[src/rtl/ex_mem_reg_if.sv]
// EX -> MEM pipeline register bus: EX-stage payload and control in, MEM-stage payload and forwarding source out.
interface ex_mem_reg_if #(
    parameter int unsigned DATA_WIDTH = 32,
    parameter int unsigned RD_WIDTH   = 5,
    parameter int unsigned CNT_WIDTH  = 16
);
    // Pipeline control and EX-stage payload
    logic                  STALL;
    logic                  FLUSH;
    logic                  VALID_EX;
    logic [DATA_WIDTH-1:0] ALU_RESULT_EX;
    logic [DATA_WIDTH-1:0] REG_DATA2_EX;
    logic                  ZERO_EX;
    logic [DATA_WIDTH-1:0] BRANCH_SUM_EX;
    logic [RD_WIDTH-1:0]   RD_EX;
    logic                  MEM_READ_EX;
    logic                  MEM_WRITE_EX;
    logic                  BRANCH_EX;
    logic                  REG_WRITE_EX;
    logic                  MEM_TO_REG_EX;

    // MEM-stage payload, forwarding source and debug counter
    logic [DATA_WIDTH-1:0] ADDRESS_MEM;
    logic [DATA_WIDTH-1:0] WRITE_DATA;
    logic [DATA_WIDTH-1:0] BRANCH_SUM;
    logic                  ZERO;
    logic                  MEM_READ;
    logic                  MEM_WRITE;
    logic                  BRANCH;
    logic [RD_WIDTH-1:0]   RD_MEM;
    logic                  REG_WRITE_MEM;
    logic                  MEM_TO_REG_MEM;
    logic                  VALID_MEM;
    logic                  FWD_EN;
    logic [RD_WIDTH-1:0]   FWD_RD;
    logic [DATA_WIDTH-1:0] FWD_DATA;
    logic [CNT_WIDTH-1:0]  SQUASH_CNT;

    modport master (
        output STALL, FLUSH, VALID_EX, ALU_RESULT_EX, REG_DATA2_EX, ZERO_EX,
               BRANCH_SUM_EX, RD_EX, MEM_READ_EX, MEM_WRITE_EX, BRANCH_EX,
               REG_WRITE_EX, MEM_TO_REG_EX,
        input  ADDRESS_MEM, WRITE_DATA, BRANCH_SUM, ZERO, MEM_READ, MEM_WRITE,
               BRANCH, RD_MEM, REG_WRITE_MEM, MEM_TO_REG_MEM, VALID_MEM,
               FWD_EN, FWD_RD, FWD_DATA, SQUASH_CNT
    );

    modport slave (
        input  STALL, FLUSH, VALID_EX, ALU_RESULT_EX, REG_DATA2_EX, ZERO_EX,
               BRANCH_SUM_EX, RD_EX, MEM_READ_EX, MEM_WRITE_EX, BRANCH_EX,
               REG_WRITE_EX, MEM_TO_REG_EX,
        output ADDRESS_MEM, WRITE_DATA, BRANCH_SUM, ZERO, MEM_READ, MEM_WRITE,
               BRANCH, RD_MEM, REG_WRITE_MEM, MEM_TO_REG_MEM, VALID_MEM,
               FWD_EN, FWD_RD, FWD_DATA, SQUASH_CNT
    );
endinterface

[src/rtl/ex_mem_reg.sv]
// EX/MEM pipeline register with stall hold, flush bubble insertion, forwarding source
// and a saturating count of squashed valid instructions.
module ex_mem_reg #(
    parameter int unsigned DATA_WIDTH = 32,
    parameter int unsigned RD_WIDTH   = 5,
    parameter int unsigned CNT_WIDTH  = 16
) (
    input logic         clk,
    input logic         reset,
    ex_mem_reg_if.slave bus
);
    localparam logic [CNT_WIDTH-1:0] CNT_MAX = '1;

    logic [DATA_WIDTH-1:0] address_mem;
    logic [DATA_WIDTH-1:0] write_data;
    logic [DATA_WIDTH-1:0] branch_sum;
    logic                  zero;
    logic                  mem_read;
    logic                  mem_write;
    logic                  branch;
    logic [RD_WIDTH-1:0]   rd_mem;
    logic                  reg_write_mem;
    logic                  mem_to_reg_mem;
    logic                  valid_mem;
    logic [CNT_WIDTH-1:0]  squash_cnt;

    // Priority: reset > flush > stall > load; control bits are gated by the EX valid bit.
    always_ff @(posedge clk) begin
        if (reset) begin
            address_mem    <= '0;
            write_data     <= '0;
            branch_sum     <= '0;
            zero           <= 1'b0;
            mem_read       <= 1'b0;
            mem_write      <= 1'b0;
            branch         <= 1'b0;
            rd_mem         <= '0;
            reg_write_mem  <= 1'b0;
            mem_to_reg_mem <= 1'b0;
            valid_mem      <= 1'b0;
            squash_cnt     <= '0;
        end else if (bus.FLUSH) begin
            address_mem    <= '0;
            write_data     <= '0;
            branch_sum     <= '0;
            zero           <= 1'b0;
            mem_read       <= 1'b0;
            mem_write      <= 1'b0;
            branch         <= 1'b0;
            rd_mem         <= '0;
            reg_write_mem  <= 1'b0;
            mem_to_reg_mem <= 1'b0;
            valid_mem      <= 1'b0;
            // A stalled flush squashes nothing new: the EX instruction is replayed later.
            if (bus.VALID_EX && !bus.STALL && (squash_cnt != CNT_MAX)) begin
                squash_cnt <= squash_cnt + CNT_WIDTH'(1);
            end
        end else if (!bus.STALL) begin
            address_mem    <= bus.ALU_RESULT_EX;
            write_data     <= bus.REG_DATA2_EX;
            branch_sum     <= bus.BRANCH_SUM_EX;
            zero           <= bus.ZERO_EX;
            rd_mem         <= bus.RD_EX;
            mem_read       <= bus.VALID_EX & bus.MEM_READ_EX;
            mem_write      <= bus.VALID_EX & bus.MEM_WRITE_EX;
            branch         <= bus.VALID_EX & bus.BRANCH_EX;
            reg_write_mem  <= bus.VALID_EX & bus.REG_WRITE_EX;
            mem_to_reg_mem <= bus.VALID_EX & bus.MEM_TO_REG_EX;
            valid_mem      <= bus.VALID_EX;
        end
    end

    assign bus.ADDRESS_MEM    = address_mem;
    assign bus.WRITE_DATA     = write_data;
    assign bus.BRANCH_SUM     = branch_sum;
    assign bus.ZERO           = zero;
    assign bus.MEM_READ       = mem_read;
    assign bus.MEM_WRITE      = mem_write;
    assign bus.BRANCH         = branch;
    assign bus.RD_MEM         = rd_mem;
    assign bus.REG_WRITE_MEM  = reg_write_mem;
    assign bus.MEM_TO_REG_MEM = mem_to_reg_mem;
    assign bus.VALID_MEM      = valid_mem;
    assign bus.SQUASH_CNT     = squash_cnt;

    // Forwarding source; loads are not filtered here, the hazard unit handles them.
    assign bus.FWD_EN   = valid_mem & reg_write_mem & (rd_mem != '0);
    assign bus.FWD_RD   = rd_mem;
    assign bus.FWD_DATA = address_mem;
endmodule
[src/flat_wrapper.sv]
// flat-port wrapper written by rule: the top's interface ports become plain ports
module ex_mem_reg_flat 
#(
    parameter int unsigned DATA_WIDTH = 32,
    parameter int unsigned RD_WIDTH   = 5,
    parameter int unsigned CNT_WIDTH  = 16
)
  (clk, reset, bus_STALL, bus_FLUSH, bus_VALID_EX, bus_ALU_RESULT_EX, bus_REG_DATA2_EX, bus_ZERO_EX, bus_BRANCH_SUM_EX, bus_RD_EX, bus_MEM_READ_EX, bus_MEM_WRITE_EX, bus_BRANCH_EX, bus_REG_WRITE_EX, bus_MEM_TO_REG_EX, bus_ADDRESS_MEM, bus_WRITE_DATA, bus_BRANCH_SUM, bus_ZERO, bus_MEM_READ, bus_MEM_WRITE, bus_BRANCH, bus_RD_MEM, bus_REG_WRITE_MEM, bus_MEM_TO_REG_MEM, bus_VALID_MEM, bus_FWD_EN, bus_FWD_RD, bus_FWD_DATA, bus_SQUASH_CNT);
  ex_mem_reg_if #(.DATA_WIDTH(DATA_WIDTH), .RD_WIDTH(RD_WIDTH), .CNT_WIDTH(CNT_WIDTH)) bus_i ();
  input logic clk;
  input logic reset;
  input wire logic [$bits(bus_i.STALL)-1:0] bus_STALL;
  input wire logic [$bits(bus_i.FLUSH)-1:0] bus_FLUSH;
  input wire logic [$bits(bus_i.VALID_EX)-1:0] bus_VALID_EX;
  input wire logic [$bits(bus_i.ALU_RESULT_EX)-1:0] bus_ALU_RESULT_EX;
  input wire logic [$bits(bus_i.REG_DATA2_EX)-1:0] bus_REG_DATA2_EX;
  input wire logic [$bits(bus_i.ZERO_EX)-1:0] bus_ZERO_EX;
  input wire logic [$bits(bus_i.BRANCH_SUM_EX)-1:0] bus_BRANCH_SUM_EX;
  input wire logic [$bits(bus_i.RD_EX)-1:0] bus_RD_EX;
  input wire logic [$bits(bus_i.MEM_READ_EX)-1:0] bus_MEM_READ_EX;
  input wire logic [$bits(bus_i.MEM_WRITE_EX)-1:0] bus_MEM_WRITE_EX;
  input wire logic [$bits(bus_i.BRANCH_EX)-1:0] bus_BRANCH_EX;
  input wire logic [$bits(bus_i.REG_WRITE_EX)-1:0] bus_REG_WRITE_EX;
  input wire logic [$bits(bus_i.MEM_TO_REG_EX)-1:0] bus_MEM_TO_REG_EX;
  output wire logic [$bits(bus_i.ADDRESS_MEM)-1:0] bus_ADDRESS_MEM;
  output wire logic [$bits(bus_i.WRITE_DATA)-1:0] bus_WRITE_DATA;
  output wire logic [$bits(bus_i.BRANCH_SUM)-1:0] bus_BRANCH_SUM;
  output wire logic [$bits(bus_i.ZERO)-1:0] bus_ZERO;
  output wire logic [$bits(bus_i.MEM_READ)-1:0] bus_MEM_READ;
  output wire logic [$bits(bus_i.MEM_WRITE)-1:0] bus_MEM_WRITE;
  output wire logic [$bits(bus_i.BRANCH)-1:0] bus_BRANCH;
  output wire logic [$bits(bus_i.RD_MEM)-1:0] bus_RD_MEM;
  output wire logic [$bits(bus_i.REG_WRITE_MEM)-1:0] bus_REG_WRITE_MEM;
  output wire logic [$bits(bus_i.MEM_TO_REG_MEM)-1:0] bus_MEM_TO_REG_MEM;
  output wire logic [$bits(bus_i.VALID_MEM)-1:0] bus_VALID_MEM;
  output wire logic [$bits(bus_i.FWD_EN)-1:0] bus_FWD_EN;
  output wire logic [$bits(bus_i.FWD_RD)-1:0] bus_FWD_RD;
  output wire logic [$bits(bus_i.FWD_DATA)-1:0] bus_FWD_DATA;
  output wire logic [$bits(bus_i.SQUASH_CNT)-1:0] bus_SQUASH_CNT;
  assign bus_i.STALL = bus_STALL;
  assign bus_i.FLUSH = bus_FLUSH;
  assign bus_i.VALID_EX = bus_VALID_EX;
  assign bus_i.ALU_RESULT_EX = bus_ALU_RESULT_EX;
  assign bus_i.REG_DATA2_EX = bus_REG_DATA2_EX;
  assign bus_i.ZERO_EX = bus_ZERO_EX;
  assign bus_i.BRANCH_SUM_EX = bus_BRANCH_SUM_EX;
  assign bus_i.RD_EX = bus_RD_EX;
  assign bus_i.MEM_READ_EX = bus_MEM_READ_EX;
  assign bus_i.MEM_WRITE_EX = bus_MEM_WRITE_EX;
  assign bus_i.BRANCH_EX = bus_BRANCH_EX;
  assign bus_i.REG_WRITE_EX = bus_REG_WRITE_EX;
  assign bus_i.MEM_TO_REG_EX = bus_MEM_TO_REG_EX;
  assign bus_ADDRESS_MEM = bus_i.ADDRESS_MEM;
  assign bus_WRITE_DATA = bus_i.WRITE_DATA;
  assign bus_BRANCH_SUM = bus_i.BRANCH_SUM;
  assign bus_ZERO = bus_i.ZERO;
  assign bus_MEM_READ = bus_i.MEM_READ;
  assign bus_MEM_WRITE = bus_i.MEM_WRITE;
  assign bus_BRANCH = bus_i.BRANCH;
  assign bus_RD_MEM = bus_i.RD_MEM;
  assign bus_REG_WRITE_MEM = bus_i.REG_WRITE_MEM;
  assign bus_MEM_TO_REG_MEM = bus_i.MEM_TO_REG_MEM;
  assign bus_VALID_MEM = bus_i.VALID_MEM;
  assign bus_FWD_EN = bus_i.FWD_EN;
  assign bus_FWD_RD = bus_i.FWD_RD;
  assign bus_FWD_DATA = bus_i.FWD_DATA;
  assign bus_SQUASH_CNT = bus_i.SQUASH_CNT;
  ex_mem_reg #(.DATA_WIDTH(DATA_WIDTH), .RD_WIDTH(RD_WIDTH), .CNT_WIDTH(CNT_WIDTH)) u_core (.clk(clk), .reset(reset), .bus(bus_i));
endmodule
[config.mk]
export PLATFORM = sky130hd
export DESIGN_NAME = ex_mem_reg_flat
export DESIGN_NICKNAME = d
export VERILOG_FILES = /design/src/rtl/ex_mem_reg_if.sv /design/src/rtl/ex_mem_reg.sv /design/src/flat_wrapper.sv
export SDC_FILE = /design/constraint.sdc
export NUM_CORES = 1
export LEC_CHECK = 0
export BUFFER_PORTS_ARGS = -buffer_cell sky130_fd_sc_hd__buf_2
export CAP_MARGIN = 20
export CORE_MARGIN = 4
export CORE_UTILIZATION = 40
export CTS_CLUSTER_SIZE = 30
export DETAILED_ROUTE_END_ITERATION = 10
export PLACE_DENSITY = 0.82
export SLEW_MARGIN = 20
export SYNTH_ARGS = -nofsm -noshare
export SYNTH_HDL_FRONTEND = slang
export SYNTH_SLANG_ARGS = --single-unit
[constraint.sdc]
create_clock -name clk -period 2.4 [get_ports clk]
set_input_delay 0.6 -clock clk [delete_from_list [all_inputs] [get_ports clk]]
set_output_delay 0.6 -clock clk [all_outputs]
set_load 0.01 [all_outputs]
==> flow_summary.yaml, run 1 <==
run_status:
  run_status: "finished clean"
synth:
  synth_enable_flop_cells: 0
  netlist-cell-type-count: 34
  sequential_fraction_of_the_synthesis_area: 0.506
  synthesis_warning_total: 0
  synth_flop_cell: "sky130_fd_sc_hd__dfxtp_1"
  yosys-top-cells-count: "sky130_fd_sc_hd__dfxtp_1, sky130_fd_sc_hd__nor2_1, sky130_fd_sc_hd__mux2i_1"
  post-synth-top-count-cell: "sky130_fd_sc_hd__dfxtp_1"
  synth-async-reset-ratio: 0
  netlist_area_pre_place_mm2: 0.00491
  synthesis.instances: 495
  synth.top_cell.area_share: 0.506
  post-synth-top-area-cell: "sky130_fd_sc_hd__dfxtp_1"
  synthTopCellsByArea: "sky130_fd_sc_hd__dfxtp_1, sky130_fd_sc_hd__mux2i_1, sky130_fd_sc_hd__nor2_1"
  synth.ff_latch_count: 124
  syn-num-nets: 608
  postSynthAreaPerCell_um2: 9.91
place:
  port_buffers: 273
  hpwlAfterDp_um: 8990
  gp_routability_congestion: 0.786
cells_and_area:
  fin_util: 0.558
  finish.net_count: 839
  drive_gt1_frac: 0.422
  antenna-diode-count: 0
  syn_to_final_growth_pct: 36.7
detailed_routing:
  drt_first_pass_iters: 4
  routed_wl_um: 12500
  post-route-drc-count: 0
  first_iter_violations: 242
  final_antenna_net_count: 0
  num_vias: 4254
  wirelength_per_cell_um: 14.2
  vias_per_cell: 4.80
timing:
  top_achievable_clock_speed_ghz: 0.457
  post-route-period-util: 0.913
  unrepaired_setup_endpoints_after_global_routing: "false"
  totalNegativeSetupSlack_ps: 0
  finalSetupViolations: 0
  fin_crit_ps: 2190
  max-slew-margin-rel: 0.455
  hold_violations: 0
  worst-slew-pin-transition_ps: 818
  final_max_slew_viol_count: 0
  skew_ps: 5.06
cts:
  postCtsSetupBuffers: 0
  cts-hold-fix-buffers: 0
  cts.htree.levels: 4
  clock_insertion_delay_worst_skew_ps: 400
  clk_pin_slew_worst_paths_ps: 60
  total_clock_buffers_created_by_cts: 17
  tritoncts: "yes"
  clock_path_buffers: 2
  cts-resized-gates: 0
  clock-sinks: 124
  ctsRootBufferMaster: "sky130_fd_sc_hd__clkbuf_16"
floorplanning:
  fp-row-count: 40
  design.die.area_mm2: 0.0141
  initial_core_util: 0.409
  floorplan.die.height_um: 119
  coreArea_mm2: 0.0120
  io-pin-count: 274
  die_outline_width_um: 119
setup_path:
  timing.critical_path.required_ps: 1800
  critPathCaptureType: "primary output"
  critPathMaxStageDelay_ps: 420
  worst_path_dominant_cell_family: "simple AND/OR/NAND/NOR gates"
  worst-path-buf-inv: 1
  ws_path_type: "flip-flop to primary output"
  worst_path_max_delay_cell: "sky130_fd_sc_hd__or3_1"
  path_cells: "or3_1 > o311a_1 > buf_2"
  crit_arrival_ps: 1590
  worst-path-max-fanout: 4
  setup.worst_path.start_class: "flip-flop"
global_routing:
  grt_first_pass_wirelength_um: 19900
  number_of_global_route_vias_before_repair: 4001
  grt_antenna_before_repair: 0
  globalRoute.totalOverflow: 0
  groute.usage.overall: 0.173
  grt_start_max_net_pins: 110
power_and_ir_drop:
  vdd.ir_drop.worst_mv: 0.408
  power.density_mw_per_mm2: 742
  p_leak_nw: 3.49
job:
  cap_violations: 0
hold_path:
  hold_path_class: "primary input to flip-flop"
==> worst paths after layout <==
kind / from / slack (ps) / depth (start not counted) / end
max: u_core.bus.FWD_RD[0] / 210 / 3 / bus_FWD_EN
min: bus_RD_EX[3] / 420 / 3 / u_core.bus.FWD_RD[3]
max reg2reg: u_core.bus.SQUASH_CNT[0] / 440 / 5 / u_core.bus.SQUASH_CNT[12]
min reg2reg: u_core.bus.WRITE_DATA[8] / 490 / 2 / u_core.bus.WRITE_DATA[8]
==> tightest hold or removal path, stage by stage <==
cell and delay (ps):
sky130_fd_sc_hd__buf_2 70, sky130_fd_sc_hd__mux2i_1 50, sky130_fd_sc_hd__nor2_1 70
==> stage by stage <==
stage	cell area [µm²]	setup slack [ps]	power (W)	hold slack, ps	cells
after floorplan	4910	318	0.00246	514	495
after global placement	6140	111	0.00263	469	854
after detailed placement	6140	75.0	0.00264	478	854
after CTS	6710	175	0.00506	402	886
after global routing	6710	130	0.00520	409	886
final	6710	210	0.00498	422	886
==> cells by family (layout without fill, tap and decap cells) <==
family	after synthesis	count (layout)	share of synthesized area
AO/OA/AOI/OAI	29	29	0.0382
buffers and inverters	70	314	0.0826
flip-flops	124	124	0.506
multiplexers	107	107	0.219
AND/OR/NAND/NOR	164	164	0.151
adder cells (fa/ha/maj)	1	1	0.00255
==> state kept, by name (all words and copies together) (netlist names) <==
name and cells:
u_core.bus.ADDRESS_MEM 32, u_core.bus.BRANCH 1, u_core.bus.BRANCH_SUM 32, u_core.bus.FWD_RD 5
u_core.bus.MEM_READ 1, u_core.bus.MEM_TO_REG_MEM 1, u_core.bus.MEM_WRITE 1, u_core.bus.REG_WRITE_MEM 1
u_core.bus.SQUASH_CNT 16, u_core.bus.VALID_MEM 1, u_core.bus.WRITE_DATA 32, u_core.bus.ZERO 1
==> cell type report <==
type,instances,area [µm²]
Fill cell,1091,5300
Sequential cell,124,2480
Multi-Input combinational cell,301,2020
Timing Repair Buffer,279,1440
Clock buffer,22,474
Tap cell,147,184
Clock inverter,10,91.3
Inverter,3,11.3
==> per-layer routing <==
layer | vias to the layer above | track usage | wire [µm]
met5 | - | 0 | 0
met4 | 0 | 0.0702 | 248
met3 | 18 | 0.0751 | 1110
met2 | 168 | 0.286 | 6300
met1 | 1952 | 0.196 | 4890
li1 | 2116 | - | -
==> power breakdown <==
| part | internal, W | switching (W) |
|---|---|---|
| combinational | 0.000218 | 0.000223 |
| sequential | 0.00212 | 0.0000347 |
| clock | 0.00150 | 0.000882 |
==> cell usage in the layout (no fill, tap or decap), types with 5 or more instances in the layout <==
cell type	Yosys	routed
sky130_fd_sc_hd__or3_1	5	5
sky130_fd_sc_hd__mux2i_1	103	103
sky130_fd_sc_hd__buf_2	3	272
sky130_fd_sc_hd__nand4_1	7	7
sky130_fd_sc_hd__clkbuf_16	0	17
sky130_fd_sc_hd__dfxtp_1	124	124
sky130_fd_sc_hd__or4_1	7	7
sky130_fd_sc_hd__a22oi_1	5	5
sky130_fd_sc_hd__a21oi_1	12	12
sky130_fd_sc_hd__o31ai_1	7	7
sky130_fd_sc_hd__clkinvlp_4	0	5
sky130_fd_sc_hd__nor2_1	117	117
No activity file was read; power rests on OpenSTA's default activity.
==> run 2, diff against run 1 <==
clock period = 2.5 ns   (was 2.4 ns; I/O delays follow)
==> flow_summary.yaml, run 2 (synthesis gave the netlist of run 1 again) <==
timing:
  top_achievable_clock_speed_ghz: 0.456
  fin_crit_ps: 2190
  unrepaired_setup_endpoints_after_global_routing: "false"
  post-route-period-util: 0.877
  worst-slew-pin-transition_ps: 812
  final_max_slew_viol_count: 0
  totalNegativeSetupSlack_ps: 0
  max-slew-margin-rel: 0.455
  skew_ps: 2.41
  finalSetupViolations: 0
  hold_violations: 0
global_routing:
  grt_start_max_net_pins: 110
  globalRoute.totalOverflow: 0
  grt_first_pass_wirelength_um: 20100
  groute.usage.overall: 0.177
  grt_antenna_before_repair: 0
  number_of_global_route_vias_before_repair: 4070
hold_path:
  hold_path_class: "primary input to flip-flop"
setup_path:
  ff2ff_setup_slack_ps: 480
  path_cells: "or3_1 > o311a_1 > buf_2"
  critPathMaxStageDelay_ps: 400
  timing.critical_path.required_ps: 1880
  crit_arrival_ps: 1570
  worst_path_max_delay_cell: "sky130_fd_sc_hd__or3_1"
  critPathCaptureType: "primary output"
  worst-path-max-fanout: 4
  ws_path_type: "flip-flop to primary output"
  setup.worst_path.start_class: "flip-flop"
detailed_routing:
  route.met3.wl_um: 1160
  met2_routed_wirelength_um: 6390
  first_iter_violations: 247
  num_vias: 4334
  wirelength_per_cell_um: 14.5
  routed_wl_um: 12900
  post-route-drc-count: 0
  detail_route.wirelength.met1_um: 5100
  final_antenna_net_count: 0
  drt_first_pass_iters: 4
  routed.top_layer: "met4"
  vias_per_cell: 4.89
cts:
  clock-sinks: 124
  clk_pin_slew_worst_paths_ps: 60
  ctsRootBufferMaster: "sky130_fd_sc_hd__clkbuf_16"
  postCtsSetupBuffers: 0
  clock_path_buffers: 2
  cts-resized-gates: 0
  cts-hold-fix-buffers: 0
  clock_insertion_delay_worst_skew_ps: 410
  tritoncts: "yes"
  cts.htree.levels: 4
  total_clock_buffers_created_by_cts: 17
place:
  port_buffers: 273
  dpl-instance-area_mm2: 0.00616
  gp_routability_congestion: 0.778
  hpwlAfterDp_um: 9250
cells_and_area:
  final_common_cell: "sky130_fd_sc_hd__buf_2"
  fin_util: 0.566
  finish.net_count: 840
  layout.cell_area.non_filler_mm2: 0.00680
  drive_gt1_frac: 0.425
  layout.cells.most_common_list: "sky130_fd_sc_hd__buf_2, sky130_fd_sc_hd__dfxtp_1, sky130_fd_sc_hd__nor2_1, sky130_fd_sc_hd__mux2i_1, sky130_fd_sc_hd__clkbuf_16"
  syn_to_final_growth_pct: 38.5
  num-fill-cells: 1072
power_and_ir_drop:
  p_leak_nw: 3.54
  power.density_mw_per_mm2: 750
  fin_total_pwr_w: 0.00510
  power_frac_seq: 0.406
  switching_share: 0.219
  clk_network_pwr_share: 0.510
  vdd.ir_drop.worst_mv: 0.425
  switchingPower_w: 0.00112
  power.internal_w: 0.00398
  share_comb_of_total_power: 0.084
floorplanning:
  floorplan.die.height_um: 119
  io-pin-count: 274
  coreArea_mm2: 0.0120
  initial_core_util: 0.409
  fp-row-count: 40
  design.die.area_mm2: 0.0141
  die_outline_width_um: 119
job:
  cap_violations: 0
run_status:
  run_status: "finished clean"
==> run 2: worst max-delay path: cells and delay by family (launching register included) <==
kind	cells	cell delay (ps)
simple gates	1	400
compound gates	1	290
flops	1	320
buf+inv	1	140
==> run 2: metrics by stage <==
step / setup WS, ps / hold slack, ps / std cells
5_1_grt: 215 / 424 / 886
4_1_cts: 254 / 421 / 886
3_3_place_gp: 180 / 469 / 855
6_report: 308 / 440 / 887
2_1_floorplan: 393 / 514 / 495
3_5_place_dp: 151 / 479 / 855
==> run 2: final timing paths <==
| check | start | end | cells after the start |
|---|---|---|---|
| hold reg to reg | u_core.bus.BRANCH_SUM[30] | u_core.bus.BRANCH_SUM[30] | 2 |
| setup reg to reg | u_core.bus.SQUASH_CNT[1] | u_core.bus.SQUASH_CNT[12] | 5 |
| hold / removal | bus_BRANCH_SUM_EX[11] | u_core.bus.BRANCH_SUM[11] | 3 |
| setup / recovery | u_core.bus.FWD_RD[0] | bus_FWD_EN | 3 |
==> run 2: power groups by stage <==
stage / clock (W) / sequential (W) / combinational, W
2_1_floorplan: 0 / 0.00214 / 0.000226
3_3_place_gp: 0 / 0.00211 / 0.000425
3_5_place_dp: 0 / 0.00211 / 0.000433
4_1_cts: 0.00265 / 0.00207 / 0.000435
5_1_grt: 0.00277 / 0.00208 / 0.000469
6_report: 0.00260 / 0.00207 / 0.000429
==> run 2: metal layers <==
layer / up-vias / track usage
li1: 2121 / -
met1: 2004 / 0.199
met2: 189 / 0.294
met3: 20 / 0.0761
met4: 0 / 0.0724
met5: - / 0
==> run 2: cell type report <==
class	count	area (µm²)	area share
Inverter	3	11.3	0.00166
Sequential cell	124	2480	0.365
Clock inverter	11	166	0.0245
Multi-Input combinational cell	301	2020	0.297
Tap cell	147	184	0.0271
Clock buffer	20	467	0.0687
Antenna cell	1	2.50	0.000368
Timing Repair Buffer	280	1460	0.215
